--- src/rtl/lut_layer_sched.sv ---
// Sequences one layer input vector through NEURONS LUT evaluations on a shared ROM bank.
// Optional LUT_SCHED_PERF_EN adds perf_cnt, a saturating count of completed output handshakes.
module lut_layer_sched #(
  parameter int unsigned NEURONS  = 8,
  parameter int unsigned IN_W     = 32,
  parameter int unsigned OUT_BITS = 2,
  parameter int unsigned SEL_W    = 3
) (
  input  logic                         clk,
  input  logic                         rst,
  input  logic                         in_valid,
  output logic                         in_ready,
  input  logic [IN_W-1:0]              in_vec,
  output logic                         lut_en,
  output logic [SEL_W-1:0]             lut_sel,
  output logic [IN_W-1:0]              lut_vec,
  input  logic [OUT_BITS-1:0]          lut_data,
  output logic                         out_valid,
  input  logic                         out_ready,
`ifdef LUT_SCHED_PERF_EN
  output logic [15:0]                  perf_cnt,
`endif
  output logic [NEURONS*OUT_BITS-1:0]  out_vec
);

  typedef enum logic [1:0] {StIdle, StIssue, StDrain, StDone} state_e;

  state_e           state_q, state_d;
  logic [SEL_W-1:0] idx_q, idx_d;
  logic             en_q;
  logic [SEL_W-1:0] sel_q;
  logic             last_idx;

  assign last_idx = (idx_q == SEL_W'(NEURONS - 1));
  assign lut_sel  = idx_q;

  always_comb begin
    state_d   = state_q;
    idx_d     = idx_q;
    in_ready  = 1'b0;
    lut_en    = 1'b0;
    out_valid = 1'b0;
    case (state_q)
      StIdle: begin
        in_ready = 1'b1;
        if (in_valid) begin
          state_d = StIssue;
          idx_d   = '0;
        end
      end
      StIssue: begin
        lut_en = 1'b1;
        // idx stays at NEURONS-1 on exit so it never wraps past the last neuron
        if (last_idx) begin
          state_d = StDrain;
        end else begin
          idx_d = idx_q + SEL_W'(1);
        end
      end
      StDrain: state_d = StDone;
      StDone: begin
        out_valid = 1'b1;
        if (out_ready) begin
          state_d = StIdle;
        end
      end
      default: state_d = StIdle;
    endcase
  end

  always_ff @(posedge clk) begin
    if (rst) begin
      state_q <= StIdle;
      idx_q   <= '0;
      en_q    <= 1'b0;
      sel_q   <= '0;
      lut_vec <= '0;
      out_vec <= '0;
    end else begin
      state_q <= state_d;
      idx_q   <= idx_d;
      // ROM answers one cycle after the request, so pair its data with the delayed select
      en_q    <= lut_en;
      sel_q   <= lut_sel;
      if (state_q == StIdle && in_valid) begin
        lut_vec <= in_vec;
      end
      if (en_q) begin
        for (int unsigned n = 0; n < NEURONS; n++) begin
          if (sel_q == SEL_W'(n)) begin
            out_vec[n*OUT_BITS +: OUT_BITS] <= lut_data;
          end
        end
      end
    end
  end

`ifdef LUT_SCHED_PERF_EN
  logic [15:0] perf_q;

  always_ff @(posedge clk) begin
    if (rst) begin
      perf_q <= '0;
    end else if (out_valid && out_ready && perf_q != 16'hFFFF) begin
      perf_q <= perf_q + 16'd1;
    end
  end

  assign perf_cnt = perf_q;
`endif

endmodule

--- config.mk ---
export PLATFORM = sky130hd
export DESIGN_NAME = lut_layer_sched
export DESIGN_NICKNAME = d
export VERILOG_FILES = /design/src/rtl/lut_layer_sched.sv
export SDC_FILE = /design/constraint.sdc
export NUM_CORES = 1
export LEC_CHECK = 0
export CAP_MARGIN = 30
export CORE_MARGIN = 2
export CORE_UTILIZATION = 42
export DETAILED_ROUTE_END_ITERATION = 16
export PLACE_DENSITY = 0.82
export SLEW_MARGIN = 10
export SYNTH_ARGS = -nofsm -noshare
export SYNTH_HDL_FRONTEND = slang
export SYNTH_SLANG_ARGS = --single-unit
--- constraint.sdc ---
create_clock -name clk -period 2.2 [get_ports clk]
set_clock_uncertainty 0.15 [all_clocks]
set_input_delay 0.33 -clock clk [delete_from_list [all_inputs] [get_ports clk]]
set_output_delay 0.33 -clock clk [all_outputs]
set_load 0.03 [all_outputs]
* After elaboration in Yosys (flattened, before gate mapping)
Index checks and enable logic that the tools add are counted.
Cells by class: $add $sub $neg 1, equality and inequality tests 15, muxes and demuxes 10, reduce and logical (&&, ||, !) cells 14
Operator list (number):
- AND reduction 2 bit | 8
- == test 3 bit, second input constant | 5
- != test 2 bit, second input constant | 4
- case mux 2 bit (4 select lines) | 1
- == test 3 x 2 -> 1 bit, second input constant | 2
- two-way mux 2 bit | 3
- two-way mux 3 bit | 2
- case mux 3 bit (2 select lines) | 1
- AND reduction 3 bit | 2
- == test 2 bit, second input constant | 2
- adder 3 x 1 -> 3 bit, second input constant | 1
- == test 3 x 1 -> 1 bit, second input constant | 1
- zero test 3 bit | 1
- two-way mux 1 bit | 3
- == test 2 x 1 -> 1 bit, second input constant | 1
- zero test 2 bit | 1
- nonzero test 2 bit | 1
- logical AND 1 bit | 1
Word-level totals: register bits 57, bits of input ports 38, output and inout bits 54, logic and storage cells 53

* Longest topological paths before layout
Gate-level depths: netlist of the first run.
depth in word-level cells 3, mapped depth 7, depth with buffers taken out 5

* Least setup slack after synthesis of the first run
No wires, ideal clock.
path kind reg-to-reg, start reg state_q[0], end reg idx_q[0], in the netlist lut_sel[0], setup time 0.121 ns, arrival time 1.550 ns, data required time 1.929 ns, slack 0.379 ns, cell stages (with the launch flop) 6, path buffers 0, clock period less this slack 1.821 ns, cells stage by stage dfxtp_1 > inv_1 > ha_1 > nor2b_4 > a211oi_2 > mux2_2
Between the ends: word-level cells in the longest chain between the ends 3, elaborated cells on any way between the ends 7, classes of those cells eq/ne (3); mux (1); reduce/logical (3)
Ends and longest elaborated chain:
- from (decl) | RTL line 28 | state_e state_q, state_d;
- from (signal assigned) | RTL line 73 | state_q <= StIdle;
- from (signal assigned) | RTL line 80 | state_q <= state_d;
- == test 2 x 1 -> 1 bit or zero test 2 bit (tied branches) | RTL line 43 | case (state_q)
- != test 2 bit (no line) or nonzero test 2 bit (tied branches)
- AND reduction 3 bit (no line)
- to (signal assigned) | RTL line 81 | idx_q <= idx_d;
- to (decl) | RTL line 29 | logic [SEL_W-1:0] idx_q, idx_d;
Several ways; a longest one is shown, not always the timed one. A chain may end at the register's enable or synchronous reset.

* Final worst setup path of the first run
start reg state_q[1], end out out_valid
Between the ends: word-level cells in the longest chain between the ends 2
Ends and longest elaborated chain:
- == test 2 bit | RTL line 43
- two-way mux 1 bit | RTL line 43
- to (decl) | RTL line 18 | output logic out_valid,
No other way between the ends.

==> key figures, run 1 <==
Timing
  – Worst slew pin tran: ~450 ps
  – Final Hold Vio Count: 0
  – Crit path time final: 2020 ps
  – Final Cycle Share: 91.8%
  – Final setup violating endpoints: 0
  – RSZ-0062 raised after global routing: no
  – FMAX: 0.495 GHz
  – Slew margin rel.: between 70% and 80%
  – Setup TNS: 0 ps
  – Final slew viol count: 0

Logic synthesis
  – Gate Count Post-Synth: 239
  – Synthesized area: 2170 um^2
  – Synth top area share: 52.5%
  – Post-synthesis register bit count: 57
  – Distinct cells, synth: 24
  – Syn_nets: roughly 280
  – Area leader, netlist: dfxtp_1
  – Syn. warnings: 0
  – Mean Syn Cell Area: 9.09 um^2
  – Sequential fraction of the synthesis area: 52.5%
  – Ranking of synthesized cells by area: dfxtp_1, nand2_1, mux2i_1

GRT
  – Total GRT Usage: 17.4%
  – Antenna violations before repair: 0
  – Vias in the first global route: around 1800
  – First-pass GRT wire length: a little over 8 mm
  – Largest net degree at the start of global routing: 44
  – Grt total ovfl: 0

Drt
  – Routed Wire Length: 4.90 mm
  – Residual DRC: 0
  – Detail Route Antenna Nets: 0
  – First-pass detailed-route iteration total: 4
  – DR vias: 1893
  – Vias per cell: between 4 and 5
  – DRT iter0 DRCs: 83
  – Routed len/inst: 12.1 um

Worst setup path
  – Reg-to-reg endpoint: lut_sel[0]$_SDFFE_PP0P_
  – CP bufs+invs: 1
  – Family with the most delay on the worst path: buffers and inverters
  – Slowest stage delay, CP: 670 ps
  – CP endpoint kind: primary output
  – Reg2reg start: state_q[1]$_SDFFE_PP0P_
  – Critical Path Start Type: flop
  – R2r setup slk: about 400 ps
  – Worst Setup Path Type: reg2out
  – Arr. time, crit path: 1540 ps
  – Crit path max-delay cell type: clkdlybuf4s50_1
  – CP max FO: 4
  – CP required: roughly 1700 ps
  – Critical Path Source: state_q[1]$_SDFFE_PP0P_
  – Reg2Reg Depth: 5
  – CP Cell Sequence: ha_1, clkdlybuf4s50_1

Power
  – P per Cell Area: about 1000 nW/um^2
  – Worst vdd ir: 0.748 mV
  – Leak: ~1.3 nW
  – Total Power: 3.29 mW

Placed design
  – Detail Placement HPWL: 3.45 mm
  – Dpl cell area: around 3100 um^2
  – Port Buffers: 91
  – Placer Congestion: 0.763

CTS
  – # hold bufs at CTS: 0
  – CTS buffer count: 9
  – Clk root buf: clkbuf_8
  – Clock slew at reported path FFs: 60 ps
  – CTS Sinks: 57
  – CTS H-tree lvls: 3
  – Clk Latency, worst-skew pair: between 300 and 400 ps
  – CTS tree: built
  – CTS Buffer Depth: 2
  – Setup Fix Bufs, Post-CTS: 0

Die
  – Num rows: 26
  – CORE AREA: 5040 um^2
  – I/O pin count: 92
  – Die ar.: 5760 um^2
  – Initial Util: 43.1%
  – Die width: roughly 76 um
  – Die Y-Extent: 75.9 um

Cells and area
  – Final instance area: 3300 um^2
  – Area Growth Syn to Fin: 51.8%
  – Share of cells above drive strength 1: 8.08%
  – Fin nets: approximately 370
  – Diodes inserted: 0

Flow run
  – Max_cap viols: 0

Status
  – Outcome: finished, final reports clean

Hold path
  – WHS Path Cells: 2
  – Worst hold start: rst
  – Hold WC Path Type: in2reg
  – Hold Path Sink: out_vec[6]$_SDFFE_PP0P_
## repair_timing
item	CTS	global route
setup endpoints to repair	1	1
pin swaps	0	0
gates resized for setup	1	1
hold endpoints to repair	0	0
## cell usage in the layout, fill, tap and decap left out, drive strengths merged
master / count
dlygate4sd2: 1
a21oi: 32
clkinv: 3
ha: 6
dlymetal6s2s: 1
inv: 2
nand4b: 3
buf: 4
mux2: 3
nand2: 65
dfxtp: 57
nor4: 1
nand2b: 2
nand4: 1
clkdlybuf4s50: 88
and2: 3
or3: 1
and4bb: 3
nor2b: 8
a211oi: 2
nor2: 17
nor4b: 1
mux2i: 17
clkbuf: 13
## registers in the layout, summed over array words and instances, names as in the netlist
signal / cells
lut_vec: 32
en_q: 1
lut_sel: 3
sel_q: 3
state_q: 2
out_vec: 16
## area by class of cell
| cell class | instances | area, um^2 |
|---|---|---|
| flip-flops and latches | 57 | 1140 |
| inverters | 2 | 7.51 |
| fillers | 436 | 1740 |
| clock inverters | 3 | 15.0 |
| repair buffers | 94 | 930 |
| well taps | 70 | 87.6 |
| clock buffers | 13 | 159 |
| multi-input cells | 165 | 958 |
## Yosys cell counts
cell type / number
a211oi_1: 1
a211oi_2: 1
a21oi_1: 32
and2_1: 3
and4bb_1: 1
and4bb_2: 2
buf_1: 1
buf_2: 7
clkbuf_1: 7
dfxtp_1: 57
ha_1: 6
inv_1: 2
mux2_2: 3
mux2i_1: 17
nand2_1: 65
nand2b_1: 2
nand4_1: 1
nand4b_1: 3
nor2_1: 17
nor2b_1: 7
nor2b_4: 1
nor4_1: 1
nor4b_2: 1
or3_4: 1
## per-layer routing
| layer | up-vias | GRT usage (%) | part of all wire [%] |
|---|---|---|---|
| met3 | 4 | 5.95 | 6.5 |
| met4 | 0 | 6.55 | 0.84 |
| met1 | 868 | 20.0 | 44 |
| met2 | 56 | 29.8 | 49 |
| met5 | - | 0 | 0 |
| li1 | 965 | - | - |
## metrics by stage
step / hold WS (ps) / cells / setup slack (ps) / util [%]
finish: 209 / 404 / 180 / 65.4
detailed placement: 296 / 388 / 306 / 61.9
global placement: 291 / 388 / 345 / 61.9
CTS: 199 / 404 / 19.1 / 65.4
floorplan: 316 / 239 / 379 / -
global route: 217 / 404 / 94.0 / 65.4
## worst register-to-register path, stage by stage, from the launching register on
cell,delay [ps]
dfxtp_1,380
inv_1,90
ha_1,250
nor2b_4,150
a211oi_2,310
mux2_2,370
## logic make-up after synthesis
| family | synth area share [%] |
|---|---|
| compound gates | 8.29 |
| fa+ha+maj | 3.46 |
| buf+inv | 3.34 |
| flops | 52.5 |
| mux | 9.39 |
| simple gates | 23.0 |
## report_power, final
part / internal (mW) / switching, mW / total [mW]
Sequential: 1.18 / 0.0866 / 1.26
Clock: 0.465 / 0.374 / 0.839
Combinational: 0.499 / 0.685 / 1.18
Total: 2.14 / 1.15 / 3.29
## how the worst max path moves through the flow
stage                     slack, ps                      end  cells after the start
after floorplan                 380  lut_sel[0]$_SDFFE_PP0P_                      5
after global placement          350  lut_sel[0]$_SDFFE_PP0P_                      4
after detailed placement        310  lut_sel[2]$_SDFFE_PP0P_                      4
after CTS                        20                   lut_en                      3
after global routing             90                out_valid                      2
final                           180                out_valid                      2
(Power assumes the default switching activity.)
==> run 2: changes to the inputs <==
--- a/config.mk
+++ b/config.mk
@@ -5,11 +5,14 @@
 export SDC_FILE = /design/constraint.sdc
 export NUM_CORES = 1
 export LEC_CHECK = 0
+export ABC_AREA = 1
 export CAP_MARGIN = 30
 export CORE_MARGIN = 2
 export CORE_UTILIZATION = 42
+export CTS_CLUSTER_SIZE = 10
 export DETAILED_ROUTE_END_ITERATION = 16
 export PLACE_DENSITY = 0.82
+export SETUP_SLACK_MARGIN = 0.02
 export SLEW_MARGIN = 10
 export SYNTH_ARGS = -nofsm -noshare
 export SYNTH_HDL_FRONTEND = slang
==> run 2 against run 1 <==
  * Critical path depth did not move
  * Largest cell class unchanged
  * Routed wire length rose by 5.1%
  * Critical endpoint unchanged
  * Sequential power rose by 10%
  * Count of clock-buffer cells in the layout fell by 1
  * Cell count rose by 15%
  * Power rose by 23%
==> key figures, run 2 <==
Drt
  – Vias per cell: 4.50
  – DRT iter0 DRCs: 50
  – DR vias: 2089
  – First-pass detailed-route iteration total: 4
  – Detail Route Antenna Nets: 0
  – Residual DRC: 0
  – Routed len/inst: approximately 11 um
  – Routed Wire Length: just over 5 mm

GRT
  – First-pass GRT wire length: 8.71 mm
  – Grt total ovfl: 0
  – Largest net degree at the start of global routing: 33
  – Antenna violations before repair: 0
  – Vias in the first global route: about 2000
  – Total GRT Usage: 18.6%

Logic synthesis
  – Distinct cells, synth: 16
  – Ys flop type: dfxtp_1
  – Most common cell in the netlist: nor2_1
  – Mean Syn Cell Area: 7.44 um^2
  – Synth top area share: 52.0%
  – Gate Count Post-Synth: 295
  – Post-synthesis register bit count: 57
  – Area leader, netlist: dfxtp_1
  – Syn. warnings: 0
  – Ranking of synthesized cells by area: dfxtp_1, nor2_1, o21ai_0
  – Sequential fraction of the synthesis area: 52.0%
  – Async SR Flop Fraction: 0%
  – Synthesized area: 2190 um^2
  – Syn_nets: around 340
  – Synth cell count leaders: nor2_1, dfxtp_1, o21ai_0
  – Post-synth EDFFs: 0

Timing
  – Final slew viol count: 0
  – Slew margin rel.: 77.2%
  – Final Cycle Share: 92.4%
  – Setup TNS: 0 ps
  – Crit path time final: 2030 ps
  – RSZ-0062 raised after global routing: no
  – Final Hold Vio Count: 0
  – Worst slew pin tran: 341 ps
  – FMAX: 0.492 GHz
  – Final setup violating endpoints: 0

Cells and area
  – Diodes inserted: 0
  – Area of the multi-input gates: 876 um^2
  – Commonest non-fill, non-tap cell in the layout: nor2_1
  – Area Growth Syn to Fin: 52.7%
  – Fin nets: 434
  – Register area: 1140 um^2
  – Reg with most FFs: lut_vec
  – Fill count: around 480
  – Max reg flops: 32
  – Util after Layout: 66.1%
  – Most frequent cells in the layout: nor2_1, clkdlybuf4s50_1, dfxtp_1, o21ai_0
  – Share of cells above drive strength 1: ~5.6%
  – Biggest regs: lut_vec (32), out_vec (16)

CTS
  – CTS tree: built
  – Clk Latency, worst-skew pair: 330 ps
  – Clk root buf: clkbuf_8
  – CTS Buffer Depth: 2
  – # hold bufs at CTS: 0
  – CTS buffer count: 9
  – CTS H-tree lvls: 3
  – Clock slew at reported path FFs: roughly 60 ps
  – CTS Sinks: 57
  – Setup Fix Bufs, Post-CTS: 0
  – Cts repair resizes: 2

Power
  – Internal power: 2.50 mW
  – Share of power burned in registers: 34.4%
  – Switching Fraction: 38.0%
  – Leak: 1.46 nW
  – P per Cell Area: around 1200 nW/um^2
  – Clock power frac: 23.8%
  – P_sw: 1.54 mW
  – Worst vdd ir: ~0.83 mV
  – Combinational share of power: 41.9%

Worst setup path
  – Worst Setup Path Type: reg2out
  – CP required: between 1500 and 2000 ps
  – Critical Path Start Type: flop
  – CP max FO: 3
  – Arr. time, crit path: 1550 ps
  – Slowest stage delay, CP: 670 ps
  – CP endpoint kind: primary output
  – Crit path max-delay cell type: clkdlybuf4s50_1
  – CP Cell Sequence: ha_1, clkdlybuf4s50_1

Die
  – Initial Util: a little over two fifths
  – Die Y-Extent: 76.3 um
  – Die width: between 70 and 80 um
  – Die ar.: 5820 um^2
  – CORE AREA: 5070 um^2
  – I/O pin count: 92
  – Num rows: 26

Placed design
  – Placer Congestion: 0.828
  – Detail Placement HPWL: 3.67 mm
  – Port Buffers: between 90 and 100

Status
  – Outcome: finished, final reports clean

Flow run
  – Max_cap viols: 0

Hold path
  – Hold WC Path Type: reg2reg
run 2: cell count changes after synthesis, moves of 5 or more:
cell and change:
a21oi_1 -32, o21ai_1 +5, nand2_1 -39, clkbuf_1 -7, inv_1 +24, nor2_1 +99
mux2i_1 -17, o21ai_0 +43, nor2b_1 -7
run 2: layout make-up:
type	count	area share [%]
Clock inverter	3	1.19
Multi-Input combinational cell	200	26.1
Inverter	27	3.02
Tap cell	70	2.61
Clock buffer	12	4.63
Sequential cell	57	34.0
Timing Repair Buffer	95	28.4
run 2: path summary, 6_finish.rpt:
| check | from | end | slack, ps | cells after the start |
|---|---|---|---|---|
| worst max-delay path | state_q[1]$_SDFFE_PP0P_ | out_valid | 170 | 2 |
| worst min-delay path | lut_vec[24]$_SDFFE_PP0P_ | lut_vec[24]$_SDFFE_PP0P_ | 330 | 2 |
| worst max register to register | state_q[0]$_SDFFE_PP0P_ | lut_vec[25]$_SDFFE_PP0P_ | 690 | 6 |
| worst min register to register | lut_vec[24]$_SDFFE_PP0P_ | lut_vec[24]$_SDFFE_PP0P_ | 330 | 2 |
run 2: worst max-delay path, delay by kind of cell (launching register included):
kind                       cells  cell delay, ps
buffers and inverters          1             670
DFF                            1             370
adders and majority gates      1             190
run 2: routing by layer:
metal | vias to the layer above | track usage (%) | share of wire, %
met4 | 0 | 7.64 | 1.1
met1 | 931 | 20.6 | 44
met5 | - | 0 | 0
met2 | 55 | 32.7 | 49
li1 | 1095 | - | -
met3 | 8 | 6.28 | 5.8
run 2: per-stage QoR:
step	worst slack [ps]	instances	power, mW	instance area, um^2	hold WS, ps
floorplan	641	295	2.51	2190	252
global placement	391	449	3.08	3160	311
detailed placement	335	449	3.12	3160	320
CTS	163	464	4.07	3350	333
global route	138	464	4.31	3350	353
finish	167	464	4.04	3350	327
run 2: cells by family after synthesis:
| logic type | share of synthesized area [%] |
|---|---|
| simple gates | 25.5 |
| flops | 52.0 |
| compound gates | 10.9 |
| buf+inv | 8.10 |
| fa+ha+maj | 3.42 |
run 2: power groups by stage:
stage	registers, mW	clock network, mW	logic [mW]
after floorplan	1.77	0	0.735
after global placement	1.40	0	1.68
after detailed placement	1.41	0	1.71
after CTS	1.39	0.981	1.70
after global routing	1.42	1.04	1.86
final	1.39	0.961	1.69
